## src/rtl/seq_detect_pkg.sv

```systemverilog
// Shared types and helpers for the parametrised serial pattern detector.
package seq_detect_pkg;

  localparam int MAX_LEN_DEF = 16;
  localparam int CNT_W_DEF   = 8;
  localparam int LENMASK_W   = 64;

  typedef enum logic {
    FILL   = 1'b0,
    DETECT = 1'b1
  } state_t;

  // Ones in bits [len-1:0]; wide enough for any supported MAX_LEN.
  function automatic logic [LENMASK_W-1:0] lenMask(input int len);
    logic [LENMASK_W-1:0] m;
    m = '0;
    for (int i = 0; i < LENMASK_W; i++) begin
      if (i < len) m[i] = 1'b1;
    end
    return m;
  endfunction

endpackage

```

## src/rtl/seq_cfg_regs.sv

```systemverilog
// Configuration capture for the pattern detector: latches cfg_* on the load
// strobe and hands the same strobe on as the history/counter clear.
module seq_cfg_regs
  import seq_detect_pkg::*;
#(
  parameter int MAX_LEN = MAX_LEN_DEF,
  parameter int LEN_W   = $clog2(MAX_LEN + 1)
) (
  input  logic               clk,
  input  logic               rst_n,
  input  logic               i_load,
  input  logic [MAX_LEN-1:0] i_pattern,
  input  logic [MAX_LEN-1:0] i_mask,
  input  logic [LEN_W-1:0]   i_len,
  input  logic               i_overlap,
  output logic [MAX_LEN-1:0] o_pattern,
  output logic [MAX_LEN-1:0] o_mask,
  output logic [LEN_W-1:0]   o_len,
  output logic               o_overlap,
  output logic               o_clear
);

  logic [MAX_LEN-1:0] r_pattern;
  logic [MAX_LEN-1:0] r_mask;
  logic [LEN_W-1:0]   r_len;
  logic               r_overlap;

  always_ff @(posedge clk or negedge rst_n) begin
    if (!rst_n) begin
      r_pattern <= '0;
      r_mask    <= '0;
      r_len     <= '0;
      r_overlap <= 1'b0;
    end else if (i_load) begin
      r_pattern <= i_pattern;
      r_mask    <= i_mask;
      r_len     <= i_len;
      r_overlap <= i_overlap;
    end
  end

  assign o_pattern = r_pattern;
  assign o_mask    = r_mask;
  assign o_len     = r_len;
  assign o_overlap = r_overlap;
  assign o_clear   = i_load;

endmodule

```

## src/rtl/seq_detect_param.sv

```systemverilog
// Parametrised serial pattern detector with programmable pattern, mask and
// length, overlap mode, fill-tracking FSM and saturating match counter.
module seq_detect_param
  import seq_detect_pkg::*;
#(
  parameter int MAX_LEN = MAX_LEN_DEF,
  parameter int CNT_W   = CNT_W_DEF,
  parameter int LEN_W   = $clog2(MAX_LEN + 1)
) (
  input  logic               clk,
  input  logic               rst_n,
  input  logic               din_valid,
  input  logic               din,
  input  logic               cfg_load,
  input  logic [MAX_LEN-1:0] cfg_pattern,
  input  logic [MAX_LEN-1:0] cfg_mask,
  input  logic [LEN_W-1:0]   cfg_len,
  input  logic               cfg_overlap,
  output logic               match,
  output logic [CNT_W-1:0]   match_cnt,
  output logic               busy_fill
);

  logic [MAX_LEN-1:0] w_cfgPattern;
  logic [MAX_LEN-1:0] w_cfgMask;
  logic [LEN_W-1:0]   w_cfgLen;
  logic               w_cfgOverlap;
  logic               w_clear;

  seq_cfg_regs #(
    .MAX_LEN (MAX_LEN),
    .LEN_W   (LEN_W)
  ) u_cfg (
    .clk       (clk),
    .rst_n     (rst_n),
    .i_load    (cfg_load),
    .i_pattern (cfg_pattern),
    .i_mask    (cfg_mask),
    .i_len     (cfg_len),
    .i_overlap (cfg_overlap),
    .o_pattern (w_cfgPattern),
    .o_mask    (w_cfgMask),
    .o_len     (w_cfgLen),
    .o_overlap (w_cfgOverlap),
    .o_clear   (w_clear)
  );

  // The oldest window bit is only ever compared, never stored again.
  logic [MAX_LEN-2:0] r_history;
  logic [LEN_W-1:0]   r_fill;
  state_t             r_state;
  logic               r_match;
  logic [CNT_W-1:0]   r_cnt;

  logic [MAX_LEN-1:0] w_window;
  logic [LEN_W-1:0]   w_fillNext;
  logic               w_hit;
  logic               w_complete;
  logic               w_accept;

  assign w_window   = {r_history, din};
  assign w_fillNext = r_fill + LEN_W'(1);
  assign w_hit      = (w_cfgLen != '0) &&
                      ((LENMASK_W'((w_window ^ w_cfgPattern) & w_cfgMask) &
                        lenMask(int'(w_cfgLen))) == '0);
  assign w_complete = (r_state == DETECT) || (w_fillNext >= w_cfgLen);
  assign w_accept   = w_hit && w_complete;

  // Non-overlapping mode restarts the fill so the next match needs len fresh bits.
  always_ff @(posedge clk or negedge rst_n) begin
    if (!rst_n) begin
      r_history <= '0;
      r_fill    <= '0;
      r_state   <= FILL;
      r_match   <= 1'b0;
      r_cnt     <= '0;
    end else if (w_clear) begin
      r_history <= '0;
      r_fill    <= '0;
      r_state   <= FILL;
      r_match   <= 1'b0;
      r_cnt     <= '0;
    end else if (din_valid) begin
      r_history <= w_window[MAX_LEN-2:0];
      r_match   <= w_accept;
      if (w_accept && (r_cnt != '1)) r_cnt <= r_cnt + CNT_W'(1);
      if (w_accept && !w_cfgOverlap) begin
        r_state <= FILL;
        r_fill  <= '0;
      end else if ((r_state == FILL) && (w_cfgLen != '0)) begin
        if (w_complete) begin
          r_state <= DETECT;
          r_fill  <= w_cfgLen;
        end else begin
          r_fill <= w_fillNext;
        end
      end
    end else begin
      r_match <= 1'b0;
    end
  end

  assign match     = r_match;
  assign match_cnt = r_cnt;
  assign busy_fill = (r_state == FILL);

endmodule
```

## config.mk

```make
export PLATFORM = sky130hd
export DESIGN_NAME = seq_detect_param
export DESIGN_NICKNAME = d
export VERILOG_FILES = /design/src/rtl/seq_detect_pkg.sv /design/src/rtl/seq_cfg_regs.sv /design/src/rtl/seq_detect_param.sv
export SDC_FILE = /design/constraint.sdc
export NUM_CORES = 1
export LEC_CHECK = 0
export CAP_MARGIN = 20
export CORE_MARGIN = 2
export CORE_UTILIZATION = 25
export DETAILED_ROUTE_END_ITERATION = 8
export MAX_ROUTING_LAYER = met4
export PLACE_DENSITY = 0.42
export SLEW_MARGIN = 20
export SYNTH_ARGS = -nofsm -noshare
export SYNTH_HDL_FRONTEND = slang
export SYNTH_HIERARCHICAL = 1
export SYNTH_SLANG_ARGS = --single-unit
```

## constraint.sdc

```tcl
create_clock -name clk -period 3 [get_ports clk]
set_input_delay 0.9 -clock clk [delete_from_list [all_inputs] [get_ports clk]]
set_output_delay 0.9 -clock clk [all_outputs]
set_load 0.05 [all_outputs]
```

==> results.md <==
* Post-Syn Area at 3461 um^2
* N_diodes at 0
* Io pins at 53
* Top delay family on crit path: simple AND/OR/NAND/NOR gates
* Worst R2R Setup Slack at around 290 ps
* Mapped Avg Cell Area at about 12 um^2
* PortBufs at 52
* Setup CP Type: flip-flop to flip-flop
* Synth Area in XOR/XNOR at ~4.8%
* Antenna Violating Nets Remaining at 0
* Vias in the first global route at 2544
* Syn nets at ~340
* All-Layer GR Usage at 12.07%
* Synth unique cells at 48
* Non-Filler Instances at around 530
* Commonest non-fill, non-tap cell in the layout: dfrtp_1
* Final Max Tran Viols at 0
* Post-CTS Setup Bufs at 0
* CTS tree: built
* Root Driver: clkbuf_16
* GRT overflow at 0
* Clk buf depth at 2
* WHS at between 500 and 600 ps
* Simple logic cell fraction of the synthesized area at between 10% and 20%
* Largest family of logic cells by synthesized area: multiplexers
* Vias per inst at between 4 and 5
* WL final at approximately 8000 um
* Most frequent cells in the layout: dfrtp_1, clkdlybuf4s50_1, nor2_1
* Critical path's slowest cell: dfrtp_1
* Layout net count at 397
* Multiplexer share of the synthesized area at between 10% and 20%
* H-tree levels at 3
* CP Cell Sequence: ha_1, nand3_1, xnor2_1, ha_1, o211ai_1, o21ai_0, and4_2, nand4_4, nor4_2, mux2_1
* Synthesis-stage register bit count at 68
* Clk_lat worst skew at approximately 330 ps
* First-pass GRT wire length at around 13000 um
* CP dominant cell by count: ha_1
* Fmax achieved at between 300 and 400 MHz
* Filler Cell Count at around 1400
* Post-synthesis adder-cell area fraction at 2.531%
* Leakage at slightly below 2 nW
* Die Ht at about 120 um
* Initial antenna violation count at 0
* Drt first pass iters at 4
* Core Rows at 42
* Post-synthesis async set-or-reset flop share at between 90% and 100%
* Worst Setup Slack, final at 291.2 ps
* Run status: finished clean
* Final period utilization at between 90% and 100%
* Die area at 14800 um^2
* CP arrival at 2920 ps
* Worst vdd ir at 0.2618 mV
* Synthesis-to-finish area growth at 29.50%
* RSZ-0062 raised after global routing: false
* Post-Synthesis Cells at between 200 and 300
* Gpl congestion at 0.7762
* Setup Slack @ Placement at -168.0 ps
* CTS sink count at 68
* Starting Density at about a quarter
* Post-detail-place hpwl at 5596 um
* Critical Path RT at between 3000 and 4000 ps
* Share of cells above drive strength 1 at 19.94%
* Placed Cells at between 500 and 600
* Hold Path Class: flip-flop to flip-flop
* Core area at 13400 um^2
* Max_cap viols at 0
* Clk_skew at 4.313 ps
* Post-synthesis sequential area ratio at just under 50%
* DRC viols at 0
* Startpoint Class: flip-flop
* Via count at 2427
* Largest net degree at the start of global routing at between 60 and 70
* Total CTS buffers at 9
* # setup viols final at 0
* Yosys warnings at 6
* Die W at between 100 and 150 um
* 1st-iter DRT viols at around 180
* Worst Max-Slew Pin Slew at ~520 ps
* Buf+Inv Stages, Crit Path at 0
* CP peak stage delay at 370 ps
* Final Hold Fails at 0
* Wire per inst at between 15 and 20 um
* Setup crit end kind: flip-flop
* Rel. slew slack at between 60 and 70%
* Synth Area in Compound Gates at around a tenth
* Synth Flop Type: dfrtp_1
* Total power divided by cell area at approximately 600 nW/um^2
* Final min period at roughly 2700 ps
* Clk pin slew, worst setup/hold paths at around 50 ps
* Max FO, Critical Path at 8
* Post-synth EDFFs at 0
path summary, 6_finish.rpt:
kind,endpoint,cells after the start,start
setup / recovery,match_cnt[5],10,r_fill[1]
hold / removal,u_cfg/o_mask[4],1,u_cfg/o_mask[4]
setup reg to reg,match_cnt[5],10,r_fill[1]
hold reg to reg,u_cfg/o_mask[4],1,u_cfg/o_mask[4]
max in group asynchronous,u_cfg/o_len[2],2,rst_n
min in group asynchronous,u_cfg/o_pattern[11],2,rst_n
synthesized netlist by cell type, drive strengths merged (3+ instances only):
library cell	number	area, um^2
a32oi	4	35.03
a21oi	12	60.06
ha	7	87.58
o31ai	3	22.52
o211ai	3	22.52
buf	10	76.32
inv	7	26.28
or3	4	25.02
and3	3	18.77
xnor2	3	26.28
nand3	4	20.02
mux2	39	514.2
or4	4	30.03
nand2	6	22.52
clkbuf	6	22.52
dfrtp	68	1702
nor3	6	41.29
nor4	3	18.77
mux2i	16	160.2
xor2	16	140.1
a211oi	4	30.03
o21ai	10	50.05
nor2	23	86.33
o2bb2ai	5	43.79
sequential cells by signal, indices dropped and copies added, names as in the netlist:
register and count:
r_fill 5, r_state 1, r_history 15, u_cfg/o_pattern 16
match_cnt 8, match 1, u_cfg/o_mask 16, u_cfg/o_overlap 1
u_cfg/o_len 5
area by class of cell:
| cell class | count | area (um^2) | area share (%) |
|---|---|---|---|
| clock buffers | 13 | 260.3 | 5.807 |
| clock inverters | 2 | 10.01 | 0.2233 |
| multi-input cells | 198 | 1658 | 36.99 |
| repair buffers | 63 | 605.6 | 13.51 |
| well taps | 176 | 220.2 | 4.913 |
| flip-flops and latches | 68 | 1702 | 37.97 |
| inverters | 7 | 26.28 | 0.5863 |
stage by stage:
stage / power, mW / instance area [um^2] / setup TNS [ps] / util, %
after floorplan: 1.527 / 3461 / 0 / -
after global placement: 1.756 / 4188 / -247.6 / 31.25
after detailed placement: 1.757 / 4188 / -653.4 / 31.25
after CTS: 2.745 / 4458 / 0 / 33.27
after global routing: 2.887 / 4482 / 0 / 33.45
final: 2.706 / 4482 / 0 / 33.45
power breakdown:
| group | switching [mW] | internal [mW] | leakage (nW) |
|---|---|---|---|
| registers | 0.0915 | 1.01 | 0.860 |
| clock network | 0.370 | 0.597 | 0.135 |
| logic | 0.317 | 0.321 | 0.963 |
| total | 0.779 | 1.93 | 1.96 |
timing repair:
item	4_1_cts	5_1_grt
setup endpoints to repair	0	4
hold buffers	0	0
gates resized for setup	0	4
hold endpoints to repair	0	0
routing by layer:
| metal | global-route usage [%] | up-vias | share of wire, % |
|---|---|---|---|
| met5 | - | - | 0 |
| met2 | 16.96 | 54 | 42 |
| met3 | 3.699 | 15 | 4.6 |
| met1 | 16.36 | 1181 | 51 |
| li1 | - | 1177 | - |
| met4 | 4.454 | 0 | 1.7 |
logic make-up (layout without fill, tap and decap cells):
kind of cell               after synthesis  count (layout)
xor gates and xnor gates                19              19
and+or+nand+nor                         65              65
AOI/OAI and AO/OA                       52              52
DFF                                     68              68
buffers and inverters                   23              85
muxes                                   55              55
adders and majority gates                7               7
Power figures use the tool's default switching activity.
